<file path="config.mk">
export PLATFORM = sky130hd
export DESIGN_NAME = prog_load_ctrl
export DESIGN_NICKNAME = d
export VERILOG_FILES = /design/src/rtl/prog_load_pkg.sv /design/src/rtl/prog_load_ctrl_run_counter.sv /design/src/rtl/prog_load_ctrl.sv
export SDC_FILE = /design/constraint.sdc
export NUM_CORES = 1
export LEC_CHECK = 0
export BUFFER_PORTS_ARGS = -buffer_cell sky130_fd_sc_hd__buf_4
export CORE_UTILIZATION = 43
export CTS_CLUSTER_SIZE = 12
export DETAILED_ROUTE_END_ITERATION = 6
export GPL_ROUTABILITY_DRIVEN = 0
export GPL_TIMING_DRIVEN = 0
export PLACE_DENSITY = 0.76
export REMOVE_ABC_BUFFERS = 1
export SYNTH_ARGS = -nofsm -noshare
export SYNTH_HDL_FRONTEND = slang
export SYNTH_HIERARCHICAL = 1
export SYNTH_SLANG_ARGS = --single-unit
</file>
<file path="constraint.sdc">
create_clock -name clk -period 2.71 [get_ports clk]
set_clock_uncertainty 0.05 [all_clocks]
set_input_delay 0.542 -clock clk [delete_from_list [all_inputs] [get_ports clk]]
set_output_delay 0.542 -clock clk [all_outputs]
set_load 0.05 [all_outputs]
</file>
<file path="src/rtl/prog_load_pkg.sv">
// Shared types for the program load/run controller: FSM state encoding and
// host write-record target codes.
package prog_load_pkg;

  typedef enum logic [2:0] {
    ST_IDLE      = 3'd0,
    ST_LOAD      = 3'd1,
    ST_RST_PULSE = 3'd2,
    ST_RUN       = 3'd3,
    ST_DONE      = 3'd4
  } state_e;

  localparam logic [1:0] TGT_IMEM = 2'd0;
  localparam logic [1:0] TGT_REG  = 2'd1;
  localparam logic [1:0] TGT_DMEM = 2'd2;
  localparam logic [1:0] TGT_RSVD = 2'd3;

endpackage

</file>
<file path="src/rtl/prog_load_ctrl_run_counter.sv">
// Run budget tracker: loadable down-counter with a last flag, and a
// saturating up-counter reporting cycles executed.
module run_counter #(
  parameter int CYC_W = 16
) (
  input  logic             clk,
  input  logic             rst_n,
  input  logic             load,
  input  logic [CYC_W-1:0] load_val,
  input  logic             en,
  output logic             last,
  output logic [CYC_W-1:0] cyc_count
);

  localparam logic [CYC_W-1:0] ONE = CYC_W'(1);

  logic [CYC_W-1:0] rem_q, rem_d;
  logic [CYC_W-1:0] cnt_q, cnt_d;

  always_comb begin
    rem_d = rem_q;
    cnt_d = cnt_q;
    if (load) begin
      rem_d = load_val;
      cnt_d = '0;
    end else if (en) begin
      rem_d = rem_q - ONE;
      if (cnt_q != '1) cnt_d = cnt_q + ONE;
    end
  end

  always_ff @(posedge clk or negedge rst_n) begin
    if (!rst_n) begin
      rem_q <= '0;
      cnt_q <= '0;
    end else begin
      rem_q <= rem_d;
      cnt_q <= cnt_d;
    end
  end

  assign last      = (rem_q == ONE);
  assign cyc_count = cnt_q;

endmodule

</file>
<file path="src/rtl/prog_load_ctrl.sv">
// Load/run sequencer for pipeline_processor: streams host records into the
// core memories, then runs it for a budget. Optional PLC_SINGLE_STEP_EN adds step gating.
module prog_load_ctrl
  import prog_load_pkg::*;
#(
  parameter int DATA_W  = 8,
  parameter int RF_AW   = 3,
  parameter int IMEM_AW = 4,
  parameter int DMEM_AW = 4,
  parameter int CYC_W   = 16
) (
  input  logic               clk,
  input  logic               rst_n,
  input  logic               s_valid,
  output logic               s_ready,
  input  logic [1:0]         s_target,
  input  logic [IMEM_AW-1:0] s_addr,
  input  logic [DATA_W-1:0]  s_data,
  input  logic               go,
  input  logic [CYC_W-1:0]   run_cycles,
  input  logic               abort,
`ifdef PLC_SINGLE_STEP_EN
  input  logic               step_mode,
  input  logic               step,
`endif
  output logic               cpu_rst,
  output logic               cpu_en,
  output logic               imem_we,
  output logic               dmem_we,
  output logic               rf_we,
  output logic [IMEM_AW-1:0] wr_addr,
  output logic [DATA_W-1:0]  wr_data,
  output logic               busy,
  output logic               done,
  output logic               err,
  output logic [CYC_W-1:0]   cyc_count
);

  localparam logic [IMEM_AW-1:0] RF_MASK   = IMEM_AW'((1 << RF_AW) - 1);
  localparam logic [IMEM_AW-1:0] DMEM_MASK = IMEM_AW'((1 << DMEM_AW) - 1);

  state_e state_q, state_d;
  logic   imem_we_q, imem_we_d, dmem_we_q, dmem_we_d, rf_we_q, rf_we_d;
  logic   err_q, err_d;
  logic [IMEM_AW-1:0] wr_addr_q, wr_addr_d;
  logic [DATA_W-1:0]  wr_data_q, wr_data_d;

  logic accept, go_acc, run_en, cnt_load, cnt_en, cnt_last;

`ifdef PLC_SINGLE_STEP_EN
  assign run_en = !step_mode || step;
`else
  assign run_en = 1'b1;
`endif

  assign s_ready = (state_q == ST_IDLE) || (state_q == ST_LOAD) || (state_q == ST_DONE);
  assign accept  = s_valid && s_ready;
  assign go_acc  = go && s_ready;

  // Next-state; go overrides the record-driven move into LOAD.
  always_comb begin
    state_d  = state_q;
    cnt_load = 1'b0;
    cnt_en   = 1'b0;
    case (state_q)
      ST_IDLE, ST_DONE: if (accept) state_d = ST_LOAD;
      ST_RST_PULSE:     state_d = ST_RUN;
      ST_RUN: begin
        if (abort) state_d = ST_DONE;
        else if (run_en) begin
          cnt_en = 1'b1;
          if (cnt_last) state_d = ST_DONE;
        end
      end
      default: ;
    endcase
    if (go_acc) begin
      cnt_load = 1'b1;
      state_d  = (run_cycles == '0) ? ST_DONE : ST_RST_PULSE;
    end
  end

  // Write path: strobe lands the cycle after acceptance.
  always_comb begin
    imem_we_d = accept && (s_target == TGT_IMEM);
    rf_we_d   = accept && (s_target == TGT_REG);
    dmem_we_d = accept && (s_target == TGT_DMEM);
    err_d     = err_q || (accept && (s_target == TGT_RSVD));
    wr_addr_d = wr_addr_q;
    wr_data_d = wr_data_q;
    if (accept) begin
      wr_data_d = s_data;
      case (s_target)
        TGT_REG:  wr_addr_d = s_addr & RF_MASK;
        TGT_DMEM: wr_addr_d = s_addr & DMEM_MASK;
        default:  wr_addr_d = s_addr;
      endcase
    end
  end

  always_ff @(posedge clk or negedge rst_n) begin
    if (!rst_n) begin
      state_q   <= ST_IDLE;
      imem_we_q <= 1'b0;
      rf_we_q   <= 1'b0;
      dmem_we_q <= 1'b0;
      err_q     <= 1'b0;
      wr_addr_q <= '0;
      wr_data_q <= '0;
    end else begin
      state_q   <= state_d;
      imem_we_q <= imem_we_d;
      rf_we_q   <= rf_we_d;
      dmem_we_q <= dmem_we_d;
      err_q     <= err_d;
      wr_addr_q <= wr_addr_d;
      wr_data_q <= wr_data_d;
    end
  end

  run_counter #(.CYC_W(CYC_W)) u_run_counter (
    .clk       (clk),
    .rst_n     (rst_n),
    .load      (cnt_load),
    .load_val  (run_cycles),
    .en        (cnt_en),
    .last      (cnt_last),
    .cyc_count (cyc_count)
  );

  // Core is held in reset while loading; DONE leaves it frozen but out of reset.
  assign cpu_rst = (state_q == ST_IDLE) || (state_q == ST_LOAD) || (state_q == ST_RST_PULSE);
  assign cpu_en  = (state_q == ST_RUN) && run_en;
  assign busy    = (state_q != ST_IDLE) && (state_q != ST_DONE);
  assign done    = (state_q == ST_DONE);
  assign err     = err_q;
  assign imem_we = imem_we_q;
  assign rf_we   = rf_we_q;
  assign dmem_we = dmem_we_q;
  assign wr_addr = wr_addr_q;
  assign wr_data = wr_data_q;

endmodule
</file>
==> reports/results.ini <==
[grt]
grt_antenna_before_repair=0
grt_pass1_vias=2115
met3_usage_pct=4.61
overflow=0
grt_max_degree=52
grt.busiest_layer=met2
grtUsageMet1_pct=24.1
grtUsageTotal_pct=19.2
grt_pass1_wl_um=9670
met2_usage_pct=33.0

[timing]
fin_hold_ws_ps=206
tightest_slew_ps=689
fin_tns_setup_ps=0
fin_crit_ps=2480
grt_setup_unrepaired=false
max_freq_mhz=403
hold_violations=0
relSlewSlack_pct=53.8
finalCritPeriodShare_pct=91.6
setup_viol_count_final=0
drv_slew=0

[routing]
drt-total-wl_um=5910
dr.first_iter.drc_count=163
wl_per_cell_um=14.6
vias_per_cell=5.52
vias=2232
drcViolationCount=0
ant_nets=0
drt_pass1_iterations=4

[run]
drv_cap=0

[placed_design]
placedCellCount=396
port_buffers=71
dp_hpwl_um=4210

[synth]
netlist_top_cells_area=dfrtp_1, o21ai_0, mux2_4, nand2_1, a21oi_1
ys_types=45
yosysTopAreaCellShare_pct=47.9
seq_area_frac_synth_pct=47.9
postSynthAreaPerCell_um2=10.2
netlist_area_um2=2670
ys_ff_latch=51
synth_cells=261
synth_warnings=6
synth_top_cell_by_area=dfrtp_1

[cts]
cts_sinks=51
cts_tree=yes
post-cts-setup-buffer-count=0
clk_pin_slew_ps=90
root_buffer=clkbuf_8
htreeDepth=2
cts_buffers=5
clk_latency_ps=310
ctsLongestPathBuffers=2
cts_hold_buf=0

[critical_path]
criticalPathCategory=reg -> reg
crit_arrival_ps=2650
rr_endpoint=u_run_counter/cyc_count[5]$_DFFE_PN0P_
path_depth=5
crit_required_ps=2880
r2r-start=state_q[0]$_DFFE_PN0P_
cp-endpoint=u_run_counter/cyc_count[5]$_DFFE_PN0P_
cp-startpoint=state_q[0]$_DFFE_PN0P_
cp-end-kind=flop
crit_slowest_cell=or4_1
crit_fanout=14
crit_chain=nand2_1 -> nor3_2 -> inv_1 -> or4_1 -> a21oi_1
r2r_setup_slack_ps=230
cp.buffers_inverters=1
crit_path_max_incr_delay_ps=600
startpoint_type=flop
ff2ff_path_depth=5
critPathTopFamily=simple AND/OR/NAND/NOR gates

[power]
p_leak_nw=1.46
p_per_area_nw_per_um2=987
ir_drop_mv=0.701

[worst_hold_path]
hold_path_class=in -> async

[floorplan]
die_h_um=80.7
rows=28
start_util_pct=44.8
ios=72
dieWidth_um=80.7
coreArea_um2=5960
die-area_um2=6520

[layout]
layout-drive-gt1-share_pct=31.0
antenna_cells=0
final_core_util_pct=55.9
final_nets=366
synthToLayoutAreaGrowth_pct=24.9
instances_no_fill=404

[outcome]
status=completed

## through the flow
step	area, um^2	total power, mW	setup WS [ps]
floorplan	2600	2.38	376
global placement	3230	2.81	-228
detailed placement	3230	2.85	-319
CTS	3330	3.31	60.6
global route	3330	3.50	31.1
finish	3330	3.29	228
## Yosys cell counts, drive strengths merged
| cell type | n |
|---|---|
| clkbuf | 7 |
| mux2 | 12 |
| nand3 | 11 |
| or2 | 1 |
| or4 | 10 |
| a41o | 1 |
| nand2b | 2 |
| xnor2 | 4 |
| or3 | 6 |
| ha | 3 |
| and4bb | 1 |
| nor3 | 5 |
| dfrtp | 51 |
| o211a | 1 |
| nor2 | 10 |
| nand2 | 25 |
| and4 | 5 |
| inv | 8 |
| and2 | 1 |
| nand4b | 2 |
| o311ai | 1 |
| nand4 | 6 |
| buf | 4 |
| and3 | 3 |
| a21o | 1 |
| xor2 | 8 |
| a21oi | 18 |
| nand3b | 1 |
| and2b | 1 |
| a31oi | 2 |
| mux2i | 1 |
| o2111ai | 1 |
| o31ai | 9 |
| or3b | 1 |
| a21bo | 1 |
| nor3b | 2 |
| o41ai | 2 |
| o21ai | 25 |
| nor4 | 8 |
## timing repair
item	CTS	global route
gates resized for setup	1	1
endpoints found under the setup margin	12	4
pin swaps	0	0
## registers in the layout, summed over array words and instances, names as in the netlist
register / flops
u_run_counter/cyc_count: 16
u_run_counter/rem_q: 16
wr_data: 8
wr_addr: 4
state_q: 3
dmem_we: 1
err: 1
imem_we: 1
rf_we: 1
## kinds of logic (layout without fill, tap and decap cells)
kind of cell | Yosys count | count (layout) | share of synthesized area [%]
flip-flops | 51 | 51 | 47.9
AND/OR/NAND/NOR | 101 | 101 | 22.8
multiplexers | 13 | 13 | 6.29
XOR/XNOR | 12 | 12 | 3.94
buffers and inverters | 19 | 87 | 3.52
AO/OA/AOI/OAI | 62 | 62 | 14.2
adder cells (fa/ha/maj) | 3 | 3 | 1.41
## report_power, final
part	leakage [nW]	internal, mW	switching, mW
Sequential	0.646	1.01	0.268
Clock	0.0408	0.185	0.265
Combinational	0.774	0.575	0.981
Total	1.46	1.77	1.51
## per-layer routing
layer  wire length (um)  up-vias
met3                372        5
met2               2780       58
li1                   -     1108
met1               2690     1061
met5                  0        -
met4                 67        0
## worst min path at each step
stage	endpoint	slack [ps]	from
3_3_place_gp	err$_DFF_PN0_	400	err$_DFF_PN0_
5_1_grt	wr_data[0]$_DFFE_PN0P_	250	rst_n
3_5_place_dp	wr_addr[3]$_DFFE_PN0P_	430	wr_addr[3]$_DFFE_PN0P_
4_1_cts	u_run_counter/rem_q[11]$_DFFE_PN0P_	230	rst_n
2_1_floorplan	dmem_we$_DFF_PN0_	200	rst_n
6_report	dmem_we$_DFF_PN0_	210	rst_n
## layout make-up
type,instances,area (um^2)
repair buffers,71,533
fillers,556,2630
flip-flops and latches,51,1280
multi-input cells,191,1300
clock inverters,3,23.8
inverters,8,33.8
well taps,75,93.8
clock buffers,5,68.8
## layout by cell type (no fill, tap or decap), types with 2 or more instances in the layout
cell type   instances
a21oi_1            17
a31oi_1             2
and3_1              3
and4_1              5
buf_4              71
clkbuf_8            5
clkinvlp_4          3
dfrtp_1            51
ha_1                3
inv_1               7
mux2_2              6
mux2_4              6
nand2_1            23
nand2_4             2
nand2b_1            2
nand3_1            11
nand4_1             6
nand4b_1            2
nor2_1             10
nor3_1              4
nor4_1              7
o21ai_0            25
o31ai_1             9
o41ai_1             2
or3_1               6
or4_1              10
xnor2_1             4
xor2_1              8
Note: power is estimated with default switching activity, not from simulation.
